==> config.mk <==
export PLATFORM = sky130hd
export DESIGN_NAME = trap_ctrl
export DESIGN_NICKNAME = d
export VERILOG_FILES = /design/src/rtl/trap_ctrl.sv
export SDC_FILE = /design/constraint.sdc
export NUM_CORES = 1
export LEC_CHECK = 0
export ABC_CLOCK_PERIOD_IN_PS = 2600
export BUFFER_PORTS_ARGS = -buffer_cell sky130_fd_sc_hd__buf_4
export CAP_MARGIN = 25
export CORE_UTILIZATION = 30
export DETAILED_ROUTE_END_ITERATION = 12
export PLACE_DENSITY = 0.54
export SLEW_MARGIN = 10
export SYNTH_ARGS = -nofsm -noshare
export SYNTH_HDL_FRONTEND = slang
export SYNTH_SLANG_ARGS = --single-unit
==> constraint.sdc <==
create_clock -name clk -period 2.6 [get_ports clk]
set_input_delay 0.52 -clock clk [delete_from_list [all_inputs] [get_ports clk]]
set_output_delay 0.52 -clock clk [all_outputs]
set_load 0.05 [all_outputs]
==> src/rtl/trap_ctrl.sv <==
// Trap sequencer: arbitrates exceptions, machine interrupts and mret, then sequences csrfile handoff and redirect.
// Optional build macro TRAP_CTRL_VECTORED_EN adds vectored interrupt targets (mtvec mode 01).
module trap_ctrl #(
    parameter int XLEN           = 32,
    parameter int HANDLE_TIMEOUT = 8,
    parameter int CNT_WIDTH      = 16
) (
    input  logic                 clk,
    input  logic                 rst_n,
    input  logic                 exc_valid,
    output logic                 exc_ready,
    input  logic [3:0]           exc_cause,
    input  logic [XLEN-1:0]      exc_value,
    input  logic [XLEN-1:0]      exc_pc,
    input  logic                 irq_ext,
    input  logic                 irq_sw,
    input  logic                 irq_timer,
    input  logic                 mie_global,
    input  logic [2:0]           mie_mask,
    input  logic [XLEN-1:0]      irq_pc,
    input  logic                 mret_valid,
    input  logic [XLEN-1:0]      mepc_in,
    output logic                 trap,
    output logic [3:0]           trap_cause,
    output logic                 trap_is_irq,
    output logic [XLEN-1:0]      trap_value,
    output logic [XLEN-1:0]      trap_pc,
    input  logic                 trap_handled,
    input  logic [XLEN-1:0]      trap_target_pc,
    output logic                 stall,
    output logic                 flush,
    output logic                 redirect_valid,
    output logic [XLEN-1:0]      redirect_pc,
    output logic                 timeout_err,
    output logic [CNT_WIDTH-1:0] trap_count
);

    // state | meaning
    // IDLE  | arbitrating; only state that accepts requests
    // ISSUE | one-cycle trap pulse to csrfile
    // WAIT  | waiting for trap_handled, timeout counter running
    // REDIR | one-cycle flush + redirect to handler
    // RET   | one-cycle flush + redirect to captured mepc
    typedef enum logic [2:0] {IDLE, ISSUE, WAIT, REDIR, RET} state_t;

    localparam int TW = (HANDLE_TIMEOUT < 2) ? 1 : $clog2(HANDLE_TIMEOUT + 1);
    localparam logic [TW-1:0] TO_LAST = TW'(HANDLE_TIMEOUT - 1);

    state_t          state, state_nxt;
    logic [TW-1:0]   wait_cnt;
    logic [3:0]      cause_q;
    logic            is_irq_q;
    logic [XLEN-1:0] value_q;
    logic [XLEN-1:0] pc_q;
    logic [XLEN-1:0] ret_pc_q;

    logic [2:0]      irq_pend;
    logic            accept_trap;
    logic            accept_mret;
    logic [3:0]      sel_cause;
    logic            sel_irq;
    logic [XLEN-1:0] sel_value;
    logic [XLEN-1:0] sel_pc;
    logic [XLEN-1:0] handler_pc;
    logic            unused_bits;

    // irq_pend bit order follows mie_mask: {ext, timer, sw}
    assign irq_pend    = {irq_ext, irq_timer, irq_sw} & mie_mask & {3{mie_global}};
    assign accept_trap = (state == IDLE) && (exc_valid || (irq_pend != 3'b000));
    assign accept_mret = (state == IDLE) && mret_valid && !accept_trap;
    assign unused_bits = ^{mepc_in[1:0], trap_target_pc[1:0]};

    always_comb begin
        sel_cause = exc_cause;
        sel_irq   = 1'b0;
        sel_value = exc_value;
        sel_pc    = exc_pc;
        if (!exc_valid) begin
            sel_irq   = 1'b1;
            sel_value = '0;
            sel_pc    = irq_pc;
            if (irq_pend[2])      sel_cause = 4'd11;
            else if (irq_pend[0]) sel_cause = 4'd3;
            else                  sel_cause = 4'd7;
        end
    end

    always_comb begin
        handler_pc = {trap_target_pc[XLEN-1:2], 2'b00};
`ifdef TRAP_CTRL_VECTORED_EN
        if (is_irq_q && (trap_target_pc[1:0] == 2'b01))
            handler_pc = {trap_target_pc[XLEN-1:2], 2'b00} + {{(XLEN-6){1'b0}}, cause_q, 2'b00};
`endif
    end

    always_ff @(posedge clk) begin
        if (!rst_n) begin
            state <= IDLE;
        end else begin
            state <= state_nxt;
        end
    end

    always_comb begin
        state_nxt      = state;
        exc_ready      = 1'b0;
        stall          = 1'b0;
        trap           = 1'b0;
        flush          = 1'b0;
        redirect_valid = 1'b0;
        redirect_pc    = '0;
        timeout_err    = 1'b0;
        case (state)
            IDLE: begin
                exc_ready = 1'b1;
                if (accept_trap)      state_nxt = ISSUE;
                else if (accept_mret) state_nxt = RET;
            end
            ISSUE: begin
                stall     = 1'b1;
                trap      = 1'b1;
                state_nxt = trap_handled ? REDIR : WAIT;
            end
            WAIT: begin
                stall = 1'b1;
                if (trap_handled) begin
                    state_nxt = REDIR;
                end else if (wait_cnt == TO_LAST) begin
                    timeout_err = 1'b1;
                    state_nxt   = IDLE;
                end
            end
            REDIR: begin
                stall          = 1'b1;
                flush          = 1'b1;
                redirect_valid = 1'b1;
                redirect_pc    = handler_pc;
                state_nxt      = IDLE;
            end
            RET: begin
                stall          = 1'b1;
                flush          = 1'b1;
                redirect_valid = 1'b1;
                redirect_pc    = ret_pc_q;
                state_nxt      = IDLE;
            end
            default: state_nxt = IDLE;
        endcase
    end

    always_ff @(posedge clk) begin
        if (!rst_n) begin
            wait_cnt   <= '0;
            cause_q    <= '0;
            is_irq_q   <= 1'b0;
            value_q    <= '0;
            pc_q       <= '0;
            ret_pc_q   <= '0;
            trap_count <= '0;
        end else begin
            wait_cnt <= (state == WAIT) ? wait_cnt + 1'b1 : '0;
            if (accept_trap) begin
                cause_q  <= sel_cause;
                is_irq_q <= sel_irq;
                value_q  <= sel_value;
                pc_q     <= sel_pc;
            end
            if (accept_mret)
                ret_pc_q <= {mepc_in[XLEN-1:2], 2'b00};
            if ((state == REDIR) && (trap_count != '1))
                trap_count <= trap_count + 1'b1;
        end
    end

    assign trap_cause  = cause_q;
    assign trap_is_irq = is_irq_q;
    assign trap_value  = value_q;
    assign trap_pc     = pc_q;

endmodule

==> impl_metrics.prom <==
# TYPE chip_impl_metric gauge
chip_impl_info{name="run_status",value="completed"} 1
chip_impl_metric{name="first_global_vias",unit=""} 5456
chip_impl_metric{name="required",unit="ns"} 2.08
chip_impl_info{name="cts.root.buffer_cell",value="clkbuf_16"} 1
chip_impl_metric{name="p_int",unit="mW"} 4.16
chip_impl_info{name="r2r_end",value="trap_pc[17]"} 1
chip_impl_metric{name="finalWeightedCongestion",unit=""} 0.824
chip_impl_info{name="endpoint",value="redirect_valid"} 1
chip_impl_metric{name="total_switching_power",unit="mW"} 2.20
chip_impl_metric{name="routedWlPerCell",unit="µm"} 16.1
chip_impl_metric{name="finalPower",unit="mW"} 6.36
chip_impl_info{name="slowest_stage",value="dfxtp_1"} 1
chip_impl_metric{name="number_of_failing_hold_endpoints_at_the_final_stage",unit=""} 0
chip_impl_metric{name="boundaryPins",unit=""} 299
chip_impl_info{name="critical_path_end_type",value="output port"} 1
chip_impl_metric{name="drv.max_cap_violation_count",unit=""} 0
chip_impl_metric{name="detail_route.drc_violations",unit=""} 0
chip_impl_metric{name="highest_fanout_seen_on_the_critical_path",unit=""} 31
chip_impl_metric{name="pwr_density_cell",unit="mW/mm²"} 761
chip_impl_metric{name="setup_viol_count_final",unit=""} 0
chip_impl_metric{name="cts_htree_levels",unit=""} 4
chip_impl_metric{name="share_seq_of_total_power",unit=""} 0.341
chip_impl_metric{name="ir_drop",unit="µV"} 446
chip_impl_metric{name="io_buffers",unit=""} 292
chip_impl_metric{name="detail-route-antenna-nets",unit=""} 0
chip_impl_metric{name="routed-via-count",unit=""} 5707
chip_impl_metric{name="power.switching_fraction",unit=""} 0.346
chip_impl_metric{name="syn2layout_area_growth",unit="%"} 54.0
chip_impl_info{name="timing.hold.worst.class",value="input pin to flip-flop"} 1
chip_impl_metric{name="die_area",unit="mm²"} 0.0186
chip_impl_info{name="crit_path_cell_trace",value="nor2_1, and2_0, buf_4, or2_2, buf_4"} 1
chip_impl_metric{name="final_area",unit="mm²"} 0.00836
chip_impl_metric{name="final.min_clock_period",unit="ns"} 2.45
chip_impl_info{name="unrepaired_setup_endpoints_after_global_routing",value="false"} 1
chip_impl_metric{name="gr-total-overflow",unit=""} 0
chip_impl_metric{name="detail_route.vias_per_cell",unit=""} 5.09
chip_impl_metric{name="post_synth_inst_count",unit=""} 620
chip_impl_metric{name="setup_ws",unit="ns"} 0.153
chip_impl_metric{name="timing.slew.headroom",unit=""} 0.418
chip_impl_metric{name="drt_iter0_drc",unit=""} 227
chip_impl_metric{name="dpl_cell_area",unit="mm²"} 0.00778
chip_impl_info{name="synth_largest_area_cell",value="dfxtp_1"} 1
chip_impl_metric{name="achievable-frequency",unit="MHz"} 409
chip_impl_metric{name="groute.usage.overall",unit=""} 0.190
chip_impl_metric{name="place.detailed.instances",unit=""} 1090
chip_impl_info{name="cp-startpoint",value="state[0]"} 1
chip_impl_metric{name="synth_top_area_share",unit=""} 0.450
chip_impl_info{name="worstReg2RegStart",value="state[0]"} 1
chip_impl_metric{name="ys_async_sr_fraction",unit=""} 0
chip_impl_metric{name="hpwlAfterDp",unit="µm"} 13100
chip_impl_metric{name="synth_edf_count",unit=""} 0
chip_impl_metric{name="finalClockSkew",unit="ns"} 0.00752
chip_impl_metric{name="antenna_found_initial",unit=""} 0
chip_impl_metric{name="synth.cell_area",unit="mm²"} 0.00543
chip_impl_metric{name="grt_max_degree",unit=""} 70
chip_impl_metric{name="ys_types",unit=""} 58
chip_impl_metric{name="num_antenna_cells",unit=""} 0
chip_impl_metric{name="max_slew.worst_pin.slew",unit="ns"} 0.873
chip_impl_metric{name="chipWidth",unit="µm"} 137
chip_impl_metric{name="final-max-slew-violation-count",unit=""} 0
chip_impl_info{name="cp_common_cell",value="buf_4"} 1
chip_impl_metric{name="final_worst_path_cycle_share",unit=""} 0.941
chip_impl_metric{name="coreArea",unit="mm²"} 0.0175
chip_impl_info{name="clock_tree_from_tritoncts",value="built"} 1
chip_impl_metric{name="seq_area_frac_synth",unit=""} 0.450
chip_impl_metric{name="wire_length_of_the_first_global_routing_pass",unit="µm"} 27300
chip_impl_metric{name="num_rows",unit=""} 48
chip_impl_metric{name="drive_gt1_frac",unit=""} 0.392
chip_impl_metric{name="routed_wl",unit="µm"} 18100
chip_impl_metric{name="timing.reg2reg.worst_path_depth",unit=""} 5
chip_impl_metric{name="tns",unit="ns"} 0
chip_impl_info{name="synth_flop_type",value="dfxtp_1"} 1
chip_impl_info{name="timing_worst_setup_path_type",value="flip-flop to output port"} 1
chip_impl_metric{name="stdcell_count",unit=""} 1122
chip_impl_metric{name="timing.critical_path.slowest_cell_delay",unit="ns"} 0.49
chip_impl_metric{name="cts-hold-fix-buffers",unit=""} 0
chip_impl_metric{name="power.static_leakage",unit="nW"} 3.70
chip_impl_metric{name="clockPowerShare",unit=""} 0.362
chip_impl_metric{name="nets",unit=""} 1062
chip_impl_metric{name="cts.path.max_buffers",unit=""} 2
chip_impl_metric{name="p_comb_frac",unit=""} 0.297
chip_impl_metric{name="die_y",unit="µm"} 137
chip_impl_metric{name="syn_area_per_cell",unit="µm²"} 8.76
chip_impl_metric{name="clk_pin_slew",unit="ns"} 0.05
chip_impl_metric{name="place_worst_setup_slack",unit="ns"} 0.319
chip_impl_metric{name="crit_arrival",unit="ns"} 1.93
chip_impl_metric{name="ff2ff_setup_slack",unit="ns"} 0.43
chip_impl_metric{name="dr.pass1.iters",unit=""} 5
chip_impl_metric{name="cts_made_buffers",unit=""} 17
chip_impl_info{name="ys_top_cells_by_area",value="dfxtp_1 45%, a21oi_1 7.3%, mux2i_1 6.3%"} 1
chip_impl_metric{name="insertion_delay",unit="ns"} 0.41
chip_impl_metric{name="start_util",unit=""} 0.311
chip_impl_metric{name="synthesis.yosys.warnings",unit=""} 0
chip_impl_info{name="setup.worst_path.start_class",value="flip-flop"} 1
chip_impl_metric{name="tritoncts_num_sinks",unit=""} 122
chip_impl_metric{name="postSynthRegisterBits",unit=""} 122
-- cell families after synthesis --
| group | count (synthesis) | share of synthesized area |
|---|---|---|
| flops | 122 | 0.450 |
| fa+ha+maj | 2 | 0.00461 |
| other cells | 1 | 0.000691 |
| mux | 34 | 0.0627 |
| simple gates | 157 | 0.156 |
| compound gates | 232 | 0.263 |
| xor+xnor | 5 | 0.00807 |
| buf+inv | 67 | 0.0555 |
-- sequential cells by signal, summed over array words and instances (netlist names) --
register / count
trap_value: 32
state: 3
trap_is_irq: 1
ret_pc_q: 30
trap_count: 16
trap_pc: 32
trap_cause: 4
wait_cnt: 4
-- cell type report --
type / instances / area [µm²]
tap: 225 / 282
inverter: 6 / 25.0
fill: 1655 / 9110
timing repair buffer: 305 / 2340
multi-input combinational: 432 / 2700
sequential: 122 / 2440
clock inverter: 11 / 120
clock buffer: 21 / 460
-- worst min-delay path by stage --
| stage | cells after the start | slack, ns | start | endpoint |
|---|---|---|---|---|
| after global placement | 1 | 0.43 | wait_cnt[0] | wait_cnt[0] |
| after CTS | 3 | 0.30 | mepc_in[24] | ret_pc_q[24] |
| final | 3 | 0.32 | mepc_in[24] | ret_pc_q[24] |
| after global routing | 3 | 0.32 | mepc_in[31] | ret_pc_q[31] |
| after floorplan | 1 | 0.42 | wait_cnt[0] | wait_cnt[0] |
| after detailed placement | 2 | 0.44 | ret_pc_q[16] | ret_pc_q[16] |
-- stage by stage --
step	utilization	hold slack, ns
2_1_floorplan	-	0.418
3_3_place_gp	0.445	0.430
3_5_place_dp	0.445	0.444
4_1_cts	0.478	0.304
5_1_grt	0.479	0.322
6_report	0.479	0.325
-- routing by layer --
| metal | GRT usage | up-vias | part of all wire |
|---|---|---|---|
| met3 | 0.0581 | 13 | 0.072 |
| met5 | 0 | - | 0 |
| met1 | 0.221 | 2673 | 0.42 |
| li1 | - | 2820 | - |
| met2 | 0.324 | 201 | 0.50 |
| met4 | 0.0710 | 0 | 0.012 |
-- critical path, delay by kind of cell, from the launching register on --
kind,cells,cell delay [ns]
and+or+nand+nor,3,0.61
DFF,1,0.49
buffers and inverters,2,0.41
-- power by group through the flow --
stage	sequential [mW]	combinational (mW)	clock [mW]
after floorplan	2.72	0.706	0
after global placement	2.20	1.88	0
after detailed placement	2.20	1.90	0
after CTS	2.17	1.90	2.37
after global routing	2.19	2.01	2.44
final	2.17	1.89	2.30
-- Yosys cell counts, types with 4 or more instances --
library cell  count
and3_1            4
buf_1             4
nand2_1          40
a211oi_1         33
nand4_1           5
o31ai_1           4
buf_2            16
o21ai_0          63
mux2i_1          34
nor2_1            9
dfxtp_1         122
o21ai_1           8
nor3_1            4
or3_1             7
nand3_1          67
a22o_1           30
inv_1             4
buf_4             7
clkbuf_1         31
a21oi_1          79
-- layout by cell type, fill, tap and decap left out, drive strengths merged, types with 4 or more instances in the layout --
master  count
buf       305
dfxtp     122
a21oi      79
o21ai      71
nand3      68
nand2      41
mux2i      34
a211oi     33
a22o       30
clkbuf     21
nor2       10
or3         7
nand4       7
inv         7
clkinv      5
and3        4
o31ai       4
nor3        4
-- timing repair --
item                       4_1_cts  5_1_grt
setup endpoints to repair        3        1
setup buffers                    0        0
gates resized for setup          1        2
Power figures use the tool's default switching activity.
